<file path="src/rtl/sequential_divider.sv">
`default_nettype none
// ============================================================================
//  Module      : sequential_divider
//  Description : Multi-cycle restoring divider (shift-and-subtract), one
//                quotient bit per cycle, unsigned or two's-complement signed.
//                Start/done handshake; fixed latency of WIDTH+1 clock edges.
//  Revision    : 1.0 - initial release
// ============================================================================
module sequential_divider #(
  parameter int WIDTH = 4
) (
  input  logic             clk,
  input  logic             reset,
  input  logic             start,
  input  logic             operation,
  input  logic [WIDTH-1:0] lhs,
  input  logic [WIDTH-1:0] rhs,
  output logic             busy,
  output logic             done,
  output logic [WIDTH-1:0] quotient,
  output logic [WIDTH-1:0] remainder,
  output logic             div_by_zero,
  output logic             overflow
);

  localparam int             CW       = (WIDTH > 2) ? $clog2(WIDTH) : 1;
  localparam logic [CW-1:0]  LAST     = CW'(WIDTH - 1);
  localparam logic [WIDTH-1:0] ONE    = WIDTH'(1);
  localparam logic [WIDTH-1:0] ALL1   = '1;
  localparam logic [WIDTH-1:0] MOSTNEG = {1'b1, {(WIDTH-1){1'b0}}};

  typedef enum logic [1:0] {
    IDLE = 2'd0,
    CALC = 2'd1,
    FIX  = 2'd2
  } state_t;

  state_t           state;
  logic [CW-1:0]    count;
  logic [WIDTH-1:0] dividend;   // dividend magnitude, shifted out MSB first
  logic [WIDTH-1:0] divisor;    // divisor magnitude
  logic [WIDTH-1:0] prem;       // partial remainder
  logic [WIDTH-1:0] quo;        // quotient magnitude being assembled
  logic [WIDTH-1:0] lhs_raw;    // original dividend, returned on divide-by-zero
  logic             neg_q;
  logic             neg_r;
  logic             zero_flag;
  logic             ovf_flag;

  // Operand sign/magnitude extraction; signs only matter for signed divides.
  logic             lhs_neg;
  logic             rhs_neg;
  logic [WIDTH-1:0] lhs_mag;
  logic [WIDTH-1:0] rhs_mag;
  assign lhs_neg = operation & lhs[WIDTH-1];
  assign rhs_neg = operation & rhs[WIDTH-1];
  assign lhs_mag = lhs_neg ? ((~lhs) + ONE) : lhs;
  assign rhs_mag = rhs_neg ? ((~rhs) + ONE) : rhs;

  // Trial subtraction one bit wider than the operands; MSB set means negative.
  logic [WIDTH:0]   trial;
  assign trial = {prem, dividend[WIDTH-1]} - {1'b0, divisor};

  // Sign-corrected results applied in FIX.
  logic [WIDTH-1:0] q_signed;
  logic [WIDTH-1:0] r_signed;
  assign q_signed = neg_q ? ((~quo) + ONE) : quo;
  assign r_signed = neg_r ? ((~prem) + ONE) : prem;

  // Control FSM and datapath: capture, iterate one bit per cycle, fix up signs.
  always_ff @(posedge clk) begin
    if (reset) begin
      state       <= IDLE;
      count       <= '0;
      dividend    <= '0;
      divisor     <= '0;
      prem        <= '0;
      quo         <= '0;
      lhs_raw     <= '0;
      neg_q       <= 1'b0;
      neg_r       <= 1'b0;
      zero_flag   <= 1'b0;
      ovf_flag    <= 1'b0;
      busy        <= 1'b0;
      done        <= 1'b0;
      quotient    <= '0;
      remainder   <= '0;
      div_by_zero <= 1'b0;
      overflow    <= 1'b0;
    end else begin
      case (state)
        IDLE: begin
          done <= 1'b0;
          if (start) begin
            dividend  <= lhs_mag;
            divisor   <= rhs_mag;
            lhs_raw   <= lhs;
            neg_q     <= lhs_neg ^ rhs_neg;
            neg_r     <= lhs_neg;
            zero_flag <= (rhs == '0);
            ovf_flag  <= operation && (lhs == MOSTNEG) && (rhs == ALL1);
            prem      <= '0;
            quo       <= '0;
            count     <= LAST;
            busy      <= 1'b1;
            state     <= CALC;
          end
        end

        CALC: begin
          dividend <= dividend << 1;
          if (!trial[WIDTH]) begin
            prem <= trial[WIDTH-1:0];
            quo  <= {quo[WIDTH-2:0], 1'b1};
          end else begin
            // Restore: shifted remainder is below the divisor, so it fits WIDTH bits.
            prem <= {prem[WIDTH-2:0], dividend[WIDTH-1]};
            quo  <= {quo[WIDTH-2:0], 1'b0};
          end
          if (count == '0) begin
            state <= FIX;
          end else begin
            count <= count - CW'(1);
          end
        end

        FIX: begin
          if (zero_flag) begin
            quotient  <= ALL1;
            remainder <= lhs_raw;
          end else if (ovf_flag) begin
            quotient  <= lhs_raw;
            remainder <= '0;
          end else begin
            quotient  <= q_signed;
            remainder <= r_signed;
          end
          div_by_zero <= zero_flag;
          overflow    <= ovf_flag & ~zero_flag;
          done        <= 1'b1;
          busy        <= 1'b0;
          state       <= IDLE;
        end

        default: begin
          state <= IDLE;
          busy  <= 1'b0;
          done  <= 1'b0;
        end
      endcase
    end
  end

endmodule
`default_nettype wire

</file>
<file path="config.mk">
export PLATFORM = sky130hd
export DESIGN_NAME = sequential_divider
export DESIGN_NICKNAME = d
export VERILOG_FILES = /design/src/rtl/sequential_divider.sv
export SDC_FILE = /design/constraint.sdc
export NUM_CORES = 1
export LEC_CHECK = 0
export ABC_AREA = 1
export BUFFER_PORTS_ARGS = -buffer_cell sky130_fd_sc_hd__clkbuf_2
export CORE_UTILIZATION = 50
export CTS_BUF_LIST = sky130_fd_sc_hd__clkbuf_8
export DETAILED_ROUTE_END_ITERATION = 10
export GPL_TIMING_DRIVEN = 0
export PLACE_DENSITY = 0.72
export SLEW_MARGIN = 15
export SYNTH_ARGS = -nofsm -noshare
export SYNTH_HDL_FRONTEND = slang
export SYNTH_SLANG_ARGS = --single-unit
export TNS_END_PERCENT = 100
</file>
<file path="constraint.sdc">
create_clock -name clk -period 4 [get_ports clk]
set_input_delay 1 -clock clk [delete_from_list [all_inputs] [get_ports clk]]
set_output_delay 1 -clock clk [all_outputs]
set_load 0.005 [all_outputs]
</file>
== Word-level counts from Yosys, hierarchy flattened ==
Cells that the tools add are included.
Widths: inputs -> output; s select.
Word-level totals
  latch bits: 0
  memories kept: 0
  bits in read-only memories: 0
  output and inout bits: 12
  memory bits (writable): 0
  logic and storage cells: 75
  flip-flop bits (word level): 40
Operators by class
  shift operators: 0
  bitwise operators: 10
  magnitude comparators: 0
  $add $sub $neg: 6
  $mul: 0
  div/mod/pow operators: 0
  equal/unequal tests: 7
  multiplexer cells: 24
  reductions and logical operators: 11
Operator list (count)
  $mux 4: 11
  $pmux 4 s2: 3
  $add 4x1->4 const B: 4
  $not 4->4: 4
  $eq 4x4->1 const B: 2
  $mux 2: 4
  $pmux 2 s2: 2
  $reduce_and 2->1: 4
  $ne 2x2->1 const B: 3
  $sub 5x4->5: 1
  $logic_not 2->1: 2
  $logic_not 4->1: 1
  $pmux 1 s2: 2
  $and 1x1->1: 3
  $reduce_and 3->1: 1
  $eq 2x1->1 const B: 1
  $eq 2x2->1 const B: 1
  $logic_and 1x1->1: 2
  $mux 1: 2
  $not 1->1: 2
  $reduce_bool 2->1: 1
  $sub 2x1->2 const B: 1
  $xor 1x1->1: 1

== Logic depth before layout (Yosys ltp) ==
  depth after elaboration: 5
  gate-level depth with buffers: 11
  gate-level depth less buffers: 11

== Worst setup path after synthesis ==
Ideal clock, no wire load.
  path kind: input to register
  from: in lhs[0]
  to: reg dividend[2]
  setup time: 0.132 ns
  data required time: 3.868 ns
  stages: 6
  path slack: 2.272 ns
  arrival: 1.596 ns
  cells stage by stage: inv_1 -> ha_1 -> nor2_1 -> xor2_1 -> o21ai_0 -> a21oi_1
Between the ends
  cells in the longest elaborated chain, start to end: 5
Ends and longest elaborated chain
  start: declaration: line 16  | input logic [WIDTH-1:0] lhs,
  $not 4->4: line 57  | assign lhs_mag = lhs_neg ? ((~lhs) + ONE) : lhs;
  $add 4x1->4: line 57
  $mux 4: line 57
  $mux 4: line 94  | if (start) begin
  $pmux 4 s2: line 91  | case (state)
  end signal: assignment: line 95  | dividend <= lhs_mag;
  end signal: assignment: line 111  | dividend <= dividend << 1;
  end: declaration: line 40  | logic [WIDTH-1:0] dividend;
Every way passes these cells. The select of a mux whose other input is x is not followed.
A chain may end at the register's enable or synchronous reset.

== Worst setup path in the final report ==
  from: reg dividend[3]
  to: reg prem[3]
Between the ends
  cells in the longest elaborated chain, start to end: 3
Ends and longest elaborated chain
  $sub 5x4->5: line 62  | assign trial = {prem, dividend[WIDTH-1]} - {1'b0, divisor};
  $mux 4: line 112  | if (!trial[WIDTH]) begin
  $pmux 4 s2: line 91
  end signal: assignment: line 113  | prem <= trial[WIDTH-1:0];
  end signal: assignment: line 117  | prem <= {prem[WIDTH-2:0], dividend[WIDTH-1]};
  end: declaration: line 42  | logic [WIDTH-1:0] prem;
Every way passes these cells.

==> flow_summary.toml <==
[grt]
grt_first_pass_wirelength_mm = 6.88
grt_pass1_vias = 1505
track_usage = 0.217
grt_antenna_before_repair = 0
grt_max_degree = 13
grt.overflow.total = 0

[pwr]
power_uw = 976
switchingPower_uw = 290
p_seq_frac = 0.461
p_int_uw = 686
swShare = 0.297
comb_power_share = 0.209
p_clk_frac = 0.329
power.density_nw_per_um2 = 428
leakagePower_nw = 1.02
vdd.ir_drop.worst_v = 0.000186

[logic_synthesis]
ys_seq_area_frac = 0.401
syn-mean-instance-area_um2 = 7.35
ys_ff_latch = 40
yosys.cell_count.top_type = "nand2_1"
synth_top_area_share = 0.401
synth-edff-count = 0
synth_common_cells = "nand2_1, a21oi_1, dfxtp_1"
syn_area_um2 = 2000
async_flop_share = 0
synth_fp_nets = 295
yosysTopAreaCell = "dfxtp_1"
ys_warn_count = 0
ys_types = 27
synth_area_leaders = "dfxtp_1, a21oi_1, nand2_1"
synthCells = 272
ys.flop_type = "dfxtp_1"

[setup_path]
cp_top_family = "adder cells"
cpPeakStageDelay_ns = 0.40
path_cells = "inv_1 > ha_1 > fa_1 > inv_1 > nand3_1 > nand3_1 > nand2_1 > nand2_1 > nand3_1 > a21oi_1"
startpoint = "dividend[3]"
reg2reg_from = "dividend[3]"
cp_max_fo = 5
cpMaxStageDelayCell = "fa_1"
startpoint_type = "register"
path_buf_inv = 2
worst-setup-path-type = "register to register"
worstPathArrival_ns = 2.08
cp-end-kind = "register"
critical_path_required_ns = 4.22
cpMostUsedCell = "nand3_1"

[sta]
setup_violations = 0
slew_headroom = 0.651
fin_crit_ns = 1.86
fin_crit_sh = 0.466
rsz0062_at_grt = "no"
hold_viol_final = 0
worstMarginPinSlew_ns = 0.523
timing.final.ws_setup_ns = 2.14
fin_tns_setup_ns = 0
drv_slew = 0
fmax_mhz = 537
fin_worst_skew_ns = 0.00438

[clocking]
cts_tree = "built"
hold_buffers = 0
ctsResizeCount = 0
htree_levels = 2
cts_buffer_depth = 2
clk_pin_slew_ns = 0.07
clockRootBuffer = "clkbuf_8"
post-cts-setup-buffers = 0
worstSkewPairLatency_ns = 0.29
cts_num_sinks = 40
numCtsBuffers = 5

[place]
port_buffers = 23
hpwl_mm = 3.23
dp_slack_ns = 1.95
gp_congestion = 0.797

[final_layout]
antenna-diode-count = 0
area_delta_synth_final_pct = 14.2
layout-drive-gt1-share = 0.152
layout.nets = 325
n_fill_cell = 361

[die]
initial_core_util = 0.534
core_area_um2 = 3740
die_y_um = 65.2
ios = 24
die_w_um = 65.2
placement_rows = 22
dieArea_um2 = 4250

[detailed_routing]
drt_iter0_drc = 97
num_vias = 1779
drc = 0
finalWirelength_mm = 4.32
avgViaCountPerCell = 5.07
avgRoutedWirePerCell_um = 12.3
drt_first_pass_iters = 4
ant_nets = 0

[outcome]
status = "complete, no violations"

[flow_run]
maxCapViolations = 0

[min_path]
hp-class = "register to register"
worstHoldStart = "count[0]"
==> layout by cell type, fill, tap and decap left out, types with 5 or more instances in the layout <==
master and n:
nand2_1 47, a21oi_1 42, dfxtp_1 40, inv_1 33, o21ai_0 25, clkbuf_2 23
nand3_1 19, nor2_1 19, ha_1 10, clkbuf_8 5
==> through the flow <==
step                hold slack [ns]   util  instance area [µm²]  cells
CTS                           0.449  0.609                 2280    351
global route                  0.491  0.609                 2280    351
floorplan                     0.422      -                 2000    272
finish                        0.446  0.609                 2280    351
global placement              0.438  0.581                 2170    343
detailed placement            0.439  0.581                 2170    343
==> metal layers <==
metal | track usage | up-vias | share of wire
met5 | 0 | - | 0
met4 | 0.0870 | 0 | 0.016
met3 | 0.0625 | 7 | 0.045
met2 | 0.325 | 31 | 0.44
met1 | 0.292 | 783 | 0.50
li1 | - | 958 | -
==> cells by family after synthesis <==
group           count (synthesis)  share of synthesized area
compound gates                 76                      0.199
xor+xnor                        5                     0.0219
fa+ha+maj                      11                     0.0726
buf+inv                        45                     0.0902
flops                          40                      0.401
simple gates                   95                      0.215
==> sequential cells by signal, summed over array words and instances (netlist names), 2 cells and up <==
register	cells
count	2
quo	4
dividend	4
prem	4
remainder	4
quotient	4
state	2
lhs_raw	4
divisor	4
==> power by group through the flow <==
stage / combinational, mW / sequential (mW) / clock, mW
after floorplan: 0.156 / 0.454 / 0
after global placement: 0.202 / 0.459 / 0
after detailed placement: 0.204 / 0.459 / 0
after CTS: 0.205 / 0.450 / 0.327
after global routing: 0.240 / 0.454 / 0.340
final: 0.204 / 0.450 / 0.321
==> cell type report <==
cell class                 count  area, µm²  area share
buffer                         8       38.8      0.0170
clock buffer                   5       68.8      0.0302
clock inverter                 3       38.8      0.0170
inverter                      37        141      0.0620
multi-input combinational    187       1020       0.446
sequential                    40        801       0.351
tap                           48       60.1      0.0263
timing repair buffer          23        115      0.0505
==> path summary, 6_finish.rpt <==
path              end  slack [ns]  depth (start not counted)
max           prem[3]        2.14                         10
min          count[0]        0.45                          1
max reg2reg   prem[3]        2.14                         10
min reg2reg  count[0]        0.45                          1
Power figures use the tool's default switching activity.
